$ cat config.mk
export PLATFORM = sky130hd
export DESIGN_NAME = mult_8_seq
export DESIGN_NICKNAME = d
export VERILOG_FILES = /design/src/rtl/mult_8_seq.sv
export SDC_FILE = /design/constraint.sdc
export NUM_CORES = 1
export LEC_CHECK = 0
export CORE_MARGIN = 5
export CORE_UTILIZATION = 45
export DETAILED_ROUTE_END_ITERATION = 16
export PLACE_DENSITY = 0.78
export REMOVE_ABC_BUFFERS = 1
export SYNTH_ARGS = -nofsm -noshare
export SYNTH_HDL_FRONTEND = slang
export SYNTH_SLANG_ARGS = --single-unit
$ cat constraint.sdc
create_clock -name clock -period 1.7 [get_ports clock]
set_input_delay 0.255 -clock clock [delete_from_list [all_inputs] [get_ports clock]]
set_output_delay 0.255 -clock clock [all_outputs]
set_load 0.01 [all_outputs]
$ cat src/rtl/mult_8_seq.sv
// mult_8_seq: unsigned WIDTH x WIDTH shift-and-add multiplier. It runs one
// partial-product step per cycle through an external combinational WIDTH-bit
// adder.
//
// Ports
//   clock, reset        rising-edge clock, synchronous active-high reset
//   start               request, accepted only while ready=1
//   multiplicand        operand A, latched on accept
//   multiplier          operand B, latched on accept
//   ready               1 while idle and able to accept
//   product             A*B, held from result_valid until the next result
//   result_valid        one-cycle pulse when product is final
//   add_x/add_y/add_c0  operands driven to the external adder
//   add_sum/add_c8      sum and carry-out returned by the external adder
//   dbg_state           current FSM state, for checkers
//
// Handshake: a request transfers on a rising edge where start=1 and ready=1.
// ready is low from the accept edge until the cycle after the result_valid
// pulse, so ready and result_valid are never high together. A start seen
// while ready=0 is ignored and is not queued.
module mult_8_seq #(
  parameter int WIDTH = 8,
  parameter int CNT_W = 4
) (
  input  logic               clock,
  input  logic               reset,
  input  logic               start,
  input  logic [WIDTH-1:0]   multiplicand,
  input  logic [WIDTH-1:0]   multiplier,
  output logic               ready,
  output logic [2*WIDTH-1:0] product,
  output logic               result_valid,
  output logic [WIDTH-1:0]   add_x,
  output logic [WIDTH-1:0]   add_y,
  output logic               add_c0,
  input  logic [WIDTH-1:0]   add_sum,
  input  logic               add_c8,
  output logic [1:0]         dbg_state
);

  typedef enum logic [1:0] {
    S_IDLE = 2'd0,
    S_RUN  = 2'd1,
    S_DONE = 2'd2
  } state_t;

  state_t           state;
  logic [CNT_W-1:0] count;
  logic [WIDTH-1:0] acc_hi;
  logic [WIDTH-1:0] mcand_reg;
  logic [WIDTH-1:0] mplier_reg;

  // When the LSB is 0, the adder adds zero. The same datapath then does a
  // plain shift.
  assign add_x     = acc_hi;
  assign add_y     = mplier_reg[0] ? mcand_reg : '0;
  assign add_c0    = 1'b0;
  assign dbg_state = state;

  always_ff @(posedge clock) begin
    if (reset) begin
      state        <= S_IDLE;
      ready        <= 1'b1;
      result_valid <= 1'b0;
      product      <= '0;
      count        <= '0;
      acc_hi       <= '0;
      mcand_reg    <= '0;
      mplier_reg   <= '0;
    end else begin
      result_valid <= 1'b0;
      case (state)
        S_IDLE: begin
          if (ready && start) begin
            mcand_reg  <= multiplicand;
            mplier_reg <= multiplier;
            acc_hi     <= '0;
            count      <= '0;
            ready      <= 1'b0;
            state      <= S_RUN;
          end else begin
            // Also the path that raises ready the cycle after result_valid.
            ready <= 1'b1;
          end
        end
        S_RUN: begin
          // Right shift of {carry, sum, multiplier}. The carry lands in the
          // MSB, so the accumulator never overflows.
          {acc_hi, mplier_reg} <= {add_c8, add_sum, mplier_reg[WIDTH-1:1]};
          count <= count + 1'b1;
          if (count == CNT_W'(WIDTH - 1)) begin
            state <= S_DONE;
          end
        end
        S_DONE: begin
          product      <= {acc_hi, mplier_reg};
          result_valid <= 1'b1;
          state        <= S_IDLE;
        end
        default: begin
          state <= S_IDLE;
          ready <= 1'b1;
        end
      endcase
    end
  end

endmodule
==> impl_results.md <==
* Status: finished clean
* Number of fill cells in the layout at around 360
* Top layer in use: met4
* Hold Violations, Final at 0
* Storage element area at 964.7 sq um
* WP data required at 1440 ps
* CTS Sinks at 48
* Synthesized area at between 2000 and 2500 sq um
* Pwr dens at 1084 nW/um^2
* Post-synth EDFFs at 0
* Via count at 1,719
* F_max at 611.5 MHz
* Row Count at 24
* Async SR Flop Fraction at 0
* Most frequent cells after synthesis: dfxtp_1 (48), mux2i_1 (26), nand3_1 (23), a21oi_1 (18), nand2_1 (17)
* Starting density of the core at 0.4612
* CTS tree: done
* DR iter-0 viols at 83
* Leading area contributor after synthesis: dfxtp_1
* Unique masters post-synth at 28
* DRT Wirelength at 4.600 mm
* Top reg by flops: product
* Post-CTS Setup Bufs at 0
* Largest net degree at the start of global routing at 36
* Pre-antenna DRT Iters at 4
* Period minus WS final at 1635 ps
* Most instantiated library cell after synthesis: dfxtp_1
* Worst setup EP type: primary output
* Total gr overflow at 0
* Worst-path clk slew at ~90 ps
* Inserted Clock Buffers at 5
* Largest cells by area after synthesis: dfxtp_1 (48%), mux2i_1 (13%), nand3_1 (5.7%)
* Root Buffer Master: clkbuf_8
* Area Growth Syn to Fin at 40.62%
* WL met2 at 2.099 mm
* Global-route wire length before repair at 7.838 mm
* Least-Margin Pin Slew at approximately 600 ps
* Core area at 4354 sq um
* R2R Path Start: dbg_state[1]$_SDFFE_PP0P_
* Fin Hold WS at 428.5 ps
* Antenna violations before repair at 0
* Power Total at 3.062 mW
* Crit share post-route at 0.9620
* Hold Crit Class: in -> reg
* Hold path startpoint: reset
* Top_reg_cell synth: dfxtp_1
* Max-Cap Viols at 0
* GRT Total Usage at 0.1596
* Post-synth top area share at 0.4785
* H-tree depth at 2
* Buffers on Ports at 63
* Critical path origin: mplier_reg[0]$_SDFFE_PP0P_
* Skew final at between 8 and 9 ps
* Hpwl dp at 3.347 mm
* Diode count at 0
* Cell count after synthesis at between 200 and 250
* Die width at 76.80 um
* Drt drc at 0
* DR WL/cell at 13.61 um
* Post-synthesis sequential area ratio at 0.4785
* Final Max Tran Viols at 0
* Fin nets at ~320
* Multi-input gate area at roughly 940 sq um
* Crit Path Category: reg -> out
* Leakage at 1.009 nW
* Warnings from Yosys at 0
* Crit Path Max Fanout at 10
* DRT antenna net count at 0
* Skew-Pair Late Insertion Delay at between 300 and 400 ps
* Routed wl met3 at between 200 and 250 um
* Syn Area/Cell at 9.254 sq um
* Die area at 5898 sq um
* Gpl congestion at 0.7411
* Worst setup SP type: flop
* Peak supply drop at 0.6794 mV
* Die height at 76.80 um
* TNS Setup at 0 ps
* FF+latch count, synth at 48
* WP data arrival at 1380 ps
* Vias per cell at ~5.1
* Max reg flops at 16
* Layout cell share with drive strength beyond 1 at 0.1014
* M1 WL at 2.182 mm
* Finish-stage setup viols at 0
* Vias in the first global route at about 1,800
* Ports at 65
* Max_slew headroom at 0.5994
* Clk buf depth at 2
-- kinds of logic after synthesis --
logic type | synth area share
simple gates | 0.2012
compound gates | 0.1053
buf+inv | 0.05233
other cells | 0.001867
flops | 0.4785
fa+ha+maj | 0.03115
mux | 0.1296
-- through the flow --
stage,instance area (sq um),worst slack (ps),util,cells
2_1_floorplan,1914,-315.2,-,199
3_3_place_gp,2725,142.1,0.6259,330
4_1_cts,2819,21.33,0.6474,338
3_5_place_dp,2725,95.92,0.6259,330
5_1_grt,2824,-11.15,0.6486,338
6_report,2824,64.66,0.6486,338
-- cells in the final DEF (no fill, tap or decap) --
cell type,n
clkdlybuf4s50_1,62
dfxtp_1,47
mux2i_1,26
nand3_1,23
a21oi_1,18
nand2_1,16
nor2_1,16
buf_4,16
and2_1,8
nor3_1,8
a211oi_1,8
nand2b_1,5
ha_1,5
clkbuf_8,5
inv_1,2
nor2b_1,2
nand3b_1,2
a31oi_1,2
clkinvlp_4,2
and3_1,1
nand2_2,1
a21bo_4,1
a21boi_0,1
inv_2,1
or4b_1,1
a211o_1,1
o31ai_1,1
a311oi_1,1
conb_1,1
clkinv_4,1
buf_2,1
dfxtp_4,1
-- where the power goes --
group / internal (mW) / switching, mW / leakage [nW] / total [mW]
clock: 0.291 / 0.391 / 0.0404 / 0.683
sequential: 1.27 / 0.108 / 0.391 / 1.37
combinational: 0.506 / 0.499 / 0.577 / 1.01
total: 2.06 / 0.999 / 1.01 / 3.06
-- critical path, cell delays in order (launching register included) --
cell and delay (ps):
dfxtp_4 390, and2_1 140, clkdlybuf4s50_1 540
-- worst paths after layout --
check | to | slack (ps) | cells after the start
max | add_y[4] | 60 | 2
min | product[8]$_SDFFE_PP0P_ | 430 | 2
max reg2reg | dbg_state[1]$_SDFFE_PP0P_ | 100 | 5
min reg2reg | mcand_reg[6]$_SDFFE_PP0P_ | 450 | 2
-- metal layers --
layer / up-vias / GRT usage
li1: 882 / -
met1: 790 / 0.2019
met2: 39 / 0.2564
met3: 8 / 0.04098
met4: 0 / 0.06643
met5: - / 0
-- final cells by class --
cell class	count	area share
flip-flops and latches	48	0.3416
multi-input cells	148	0.3345
repair buffers	79	0.2641
clock buffers	5	0.02437
well taps	52	0.02304
clock inverters	3	0.008418
inverters	3	0.003988
-- timing repair --
action | 4_1_cts | 5_1_grt
gates resized for setup | 1 | 2
hold buffers | 0 | 0
endpoints found under the setup margin | 8 | 15
(Power assumes the default switching activity.)
